===== config.mk =====
export PLATFORM = sky130hd
export DESIGN_NAME = sync_fifo_rewind
export DESIGN_NICKNAME = d
export VERILOG_FILES = /design/src/rtl/sync_fifo_rewind.sv
export SDC_FILE = /design/constraint.sdc
export NUM_CORES = 1
export LEC_CHECK = 0
export ABC_CLOCK_PERIOD_IN_PS = 11800
export BUFFER_PORTS_ARGS = -buffer_cell sky130_fd_sc_hd__buf_2
export CAP_MARGIN = 20
export CORE_MARGIN = 2
export CORE_UTILIZATION = 50
export CTS_BUF_LIST = sky130_fd_sc_hd__clkbuf_4 sky130_fd_sc_hd__clkbuf_8 sky130_fd_sc_hd__clkbuf_16
export CTS_CLUSTER_DIAMETER = 200
export DETAILED_ROUTE_END_ITERATION = 16
export GPL_TIMING_DRIVEN = 0
export PLACE_DENSITY_LB_ADDON = 0.12
export SYNTH_ARGS = -nofsm -noshare
export SYNTH_HDL_FRONTEND = slang
export SYNTH_SLANG_ARGS = --single-unit

===== constraint.sdc =====
create_clock -name i_clk -period 11.8 [get_ports i_clk]
set_clock_uncertainty 0.15 [all_clocks]
set_input_delay 1.77 -clock i_clk [delete_from_list [all_inputs] [get_ports i_clk]]
set_output_delay 1.77 -clock i_clk [all_outputs]
set_load 0.005 [all_outputs]

===== src/rtl/sync_fifo_rewind.sv =====
// Synchronous FIFO with automatic pointers, status flags, sticky error bits and mark/rewind replay.
// Entries between the mark and the read pointer stay protected until the mark is released.
module sync_fifo_rewind #(
  parameter int unsigned WIDTH     = 9,
  parameter int unsigned DEPTH     = 16,
  parameter int unsigned AF_THRESH = DEPTH - 2,
  parameter int unsigned AE_THRESH = 2
) (
  input  logic                     i_clk,
  input  logic                     i_rst,
  input  logic                     i_clr,
  input  logic                     i_write,
  input  logic [WIDTH-1:0]         i_data_in,
  input  logic                     i_read,
  output logic [WIDTH-1:0]         o_data_out,
  input  logic                     i_mark,
  input  logic                     i_rewind,
  input  logic                     i_mark_clr,
  input  logic                     i_err_clr,
  output logic                     o_full,
  output logic                     o_empty,
  output logic                     o_almost_full,
  output logic                     o_almost_empty,
  output logic [$clog2(DEPTH):0]   o_count,
  output logic                     o_overflow,
  output logic                     o_underflow
);

  localparam int unsigned AW = $clog2(DEPTH);
  localparam logic [AW:0] PtrOne  = (AW+1)'(1);
  localparam logic [AW:0] DepthP  = (AW+1)'(DEPTH);
  localparam logic [AW:0] AfTh    = (AW+1)'(AF_THRESH);
  localparam logic [AW:0] AeTh    = (AW+1)'(AE_THRESH);

  logic [WIDTH-1:0] r_mem [DEPTH];
  logic [AW:0]      r_wr_ptr;
  logic [AW:0]      r_rd_ptr;
  logic [AW:0]      r_mark_ptr;
  logic             r_mark_valid;
  logic [WIDTH-1:0] r_data_out;
  logic             r_overflow;
  logic             r_underflow;

  logic [AW:0] w_count;
  logic [AW:0] w_base;
  logic [AW:0] w_used;
  logic        w_full;
  logic        w_empty;
  logic        w_rewind;
  logic        w_wr_acc;
  logic        w_rd_acc;
  logic        w_ovf_evt;
  logic        w_unf_evt;

  always_comb begin
    w_count   = r_wr_ptr - r_rd_ptr;
    w_base    = r_mark_valid ? r_mark_ptr : r_rd_ptr;
    w_used    = r_wr_ptr - w_base;
    w_full    = (w_used == DepthP);
    w_empty   = (w_count == '0);
    w_rewind  = i_rewind & r_mark_valid;
    // Requests are judged against start-of-cycle flags; Clr swallows them entirely.
    w_wr_acc  = ~i_clr & i_write & ~w_full;
    w_ovf_evt = ~i_clr & i_write & w_full;
    w_rd_acc  = ~i_clr & i_read & ~w_empty & ~i_rewind;
    w_unf_evt = ~i_clr & i_read & w_empty & ~i_rewind;
  end

  always_ff @(posedge i_clk) begin
    if (w_wr_acc) begin
      r_mem[r_wr_ptr[AW-1:0]] <= i_data_in;
    end
  end

  always_ff @(posedge i_clk or posedge i_rst) begin
    if (i_rst) begin
      r_wr_ptr     <= '0;
      r_rd_ptr     <= '0;
      r_mark_ptr   <= '0;
      r_mark_valid <= 1'b0;
      r_data_out   <= '0;
    end else if (i_clr) begin
      r_wr_ptr     <= '0;
      r_rd_ptr     <= '0;
      r_mark_ptr   <= '0;
      r_mark_valid <= 1'b0;
      r_data_out   <= '0;
    end else begin
      if (w_wr_acc) begin
        r_wr_ptr <= r_wr_ptr + PtrOne;
      end
      if (w_rd_acc) begin
        r_data_out <= r_mem[r_rd_ptr[AW-1:0]];
        r_rd_ptr   <= r_rd_ptr + PtrOne;
      end
      if (w_rewind) begin
        r_rd_ptr <= r_mark_ptr;
      end else if (i_mark) begin
        r_mark_ptr   <= r_rd_ptr;
        r_mark_valid <= 1'b1;
      end else if (i_mark_clr) begin
        r_mark_valid <= 1'b0;
      end
    end
  end

  // A fresh error event outranks ErrClr in the same cycle.
  always_ff @(posedge i_clk or posedge i_rst) begin
    if (i_rst) begin
      r_overflow  <= 1'b0;
      r_underflow <= 1'b0;
    end else begin
      r_overflow  <= w_ovf_evt | (r_overflow & ~i_err_clr);
      r_underflow <= w_unf_evt | (r_underflow & ~i_err_clr);
    end
  end

  assign o_data_out     = r_data_out;
  assign o_full         = w_full;
  assign o_empty        = w_empty;
  assign o_almost_full  = (w_used >= AfTh);
  assign o_almost_empty = (w_count <= AeTh);
  assign o_count        = w_count;
  assign o_overflow     = r_overflow;
  assign o_underflow    = r_underflow;

endmodule


==> results.cfg <==
[outcome]
status = finished clean

[sta]
worst_slew_pin_slew_ps = 861
finalHoldViolCount = 0
period_minus_slack_ps = 6040
drv_slew = 0
fin_crit_sh_pct = 51.2
rsz0062_at_grt = false
finalWorstSetupSlack_ps = 5760
setup_violations = 0
relSlewSlack_pct = 42.3
timing.setup.tns_ps = 0
clock.fmax_ghz = 0.166

[placed_design]
place_ws_ps = 6180
placed_cells = 691
place_congestion = 0.841
dp_hpwl_mm = 10.8
port_buffers = 37

[worst_setup_path]
setup.worst_path.class = reg2out
arrival_ps = 4120
crit_path_start_kind = flip-flop
crit_path_max_fanout = 10
end_kind = primary output
cp_data_required_time_ps = 9880

[final_layout]
area_delta_synth_final_pct = 14.1
final_cell_mix = edfxtp_1 (144), nor2_1 (44), buf_2 (42)
final_common_cell = edfxtp_1
diodes = 0
utilization_pct = 58.1
drive_gt1_share_pct = 22.4
final-seq-area_um2 = 5000
stdcell_count = 724
fill_cells = 1120
multi_input_area_um2 = 2190
final_nets = 561

[synth]
netlist_top_cells_area = edfxtp_1 (59%), mux4_2 (11%), dfrtp_1 (9.2%), ha_1 (2.4%), nor2_1 (2.2%)
synth_area_um2 = 7340
yosys.area.top_type = edfxtp_1
synth_cells = 467
yosys_warnings = 0
synth_area_per_cell_um2 = 15.7
yosysTopAreaCellShare_pct = 58.9
ys_seq_area_share_pct = 68.1
yosysUniqueCellTypes = 44
synth_async_sr_flop_share_pct = 15.8
syn_nets = 501
ys_ff_latch = 171
synth_edf_count = 144
synthFlopType = edfxtp_1

[clock_network]
clock-root-buffer = clkbuf_16
h-tree-depth = 4
post_cts_buffers = 0
cts_tree = built
cts_buffers = 17
post_cts_resized = 0
clk_pin_slew_ps = 70
cts_sinks = 171
cts_hold_buf = 0
clkLatencyLatePin_ps = 430
cts_buffer_depth = 2

[global_route]
grt_pass1_wl_mm = 24.4
grt_max_degree = 28
gr-total-overflow = 0
track_usage_pct = 21.2
antenna_found_initial = 0
first_global_vias = 4155

[route]
wire_per_inst_um = 21.9
ant_nets = 0
firstDrtPassIters = 5
vias_per_cell = 5.69
via_count = 4121
drc = 0
drt_iter0_drc = 293
wl_mm = 15.8

[floorplanning]
rows = 44
floorplan.io_pins = 38
dieArea_um2 = 15700
die_width_um = 125
start_util_pct = 50.9
die_h_um = 125
coreArea_um2 = 14400

[run]
drv_cap = 0

[hold_path]
hp-class = reg2reg

[pwr]
power.density_nw_per_um2 = 163
p_leak_nw = 3.05
peakVddDrop_mv = 0.110
==> cells in the mapped netlist, drive strengths merged (3+ instances only) <==
cell type  number
a2111oi         3
a21oi           5
a311oi          3
and2            4
and3           11
buf             8
clkbuf         19
dfrtp          27
edfxtp        144
ha             14
inv            12
mux2i          10
mux4           36
nand2          29
nand2b          4
nand3          11
nor2           44
nor2b          12
nor3            6
o21ai          30
xnor2           6
xor2            3
==> final cells by class <==
cell class              instances  share of cell area [%]
inverters                      14                   0.687
clock buffers                  17                    5.08
multi-input cells             255                    26.1
flip-flops and latches        171                    59.7
plain buffers                  27                    1.29
well taps                     184                    2.75
clock inverters                15                    1.57
repair buffers                 41                    2.81
==> metrics by stage <==
| step | hold slack, ps | total power (W) | instance area (µm²) |
|---|---|---|---|
| final | 386 | 0.00137 | 8370 |
| after global routing | 398 | 0.00142 | 8370 |
| after floorplan | 354 | 0.000798 | 7340 |
| after CTS | 389 | 0.00138 | 8350 |
| after detailed placement | 379 | 0.000863 | 7790 |
| after global placement | 363 | 0.000858 | 7760 |
==> cells by family after synthesis <==
| kind of cell | share of synthesized area (%) |
|---|---|
| xor+xnor | 1.07 |
| compound gates | 4.52 |
| mux | 12.7 |
| flops | 68.1 |
| buf+inv | 2.25 |
| fa+ha+maj | 2.93 |
| simple gates | 8.40 |
==> layer usage <==
metal  global-route usage [%]  part of all wire [%]  wire length [µm]  up-vias
li1                         -                     -                 -     1904
met1                     29.9                    45              7180     2099
met2                     33.8                    49              7690      102
met3                     4.71                   4.1               656       16
met4                     6.08                   1.9               293        0
met5                        0                     0                 0        -
==> power breakdown <==
group / internal (W) / switching [W] / total [W]
clock: 0.000276 / 0.000242 / 0.000518
sequential: 0.000669 / 0.00000873 / 0.000678
combinational: 0.0000708 / 0.000101 / 0.000172
==> worst max-delay path, stage by stage (launching register included) <==
cell,delay (ps)
dfrtp_1,610
clkbuf_1,570
clkinv_1,510
ha_1,430
a221oi_2,260
xnor2_1,130
or4_1,560
buf_2,190
clkinv_4,90
buf_2,190
buf_2,140
==> state kept, by name, indices dropped and copies added, names as in the netlist <==
name and flops:
o_data_out 9, o_overflow 1, o_underflow 1, r_mark_ptr 5
r_mark_valid 1, r_mem 144, r_rd_ptr 5, r_wr_ptr 5
==> path summary, 6_finish.rpt <==
check / start / depth (start not counted) / slack (ps) / end
max: r_rd_ptr[1] / 10 / 5760 / o_empty
min: o_underflow / 2 / 390 / o_underflow
max reg2reg: r_rd_ptr[2] / 12 / 6910 / r_mem[3][5]
min reg2reg: o_underflow / 2 / 390 / o_underflow
max in group asynchronous: i_rst / 3 / 9790 / r_wr_ptr[1]
min in group asynchronous: i_rst / 2 / 1230 / r_mark_ptr[0]
(Power assumes the default switching activity.)
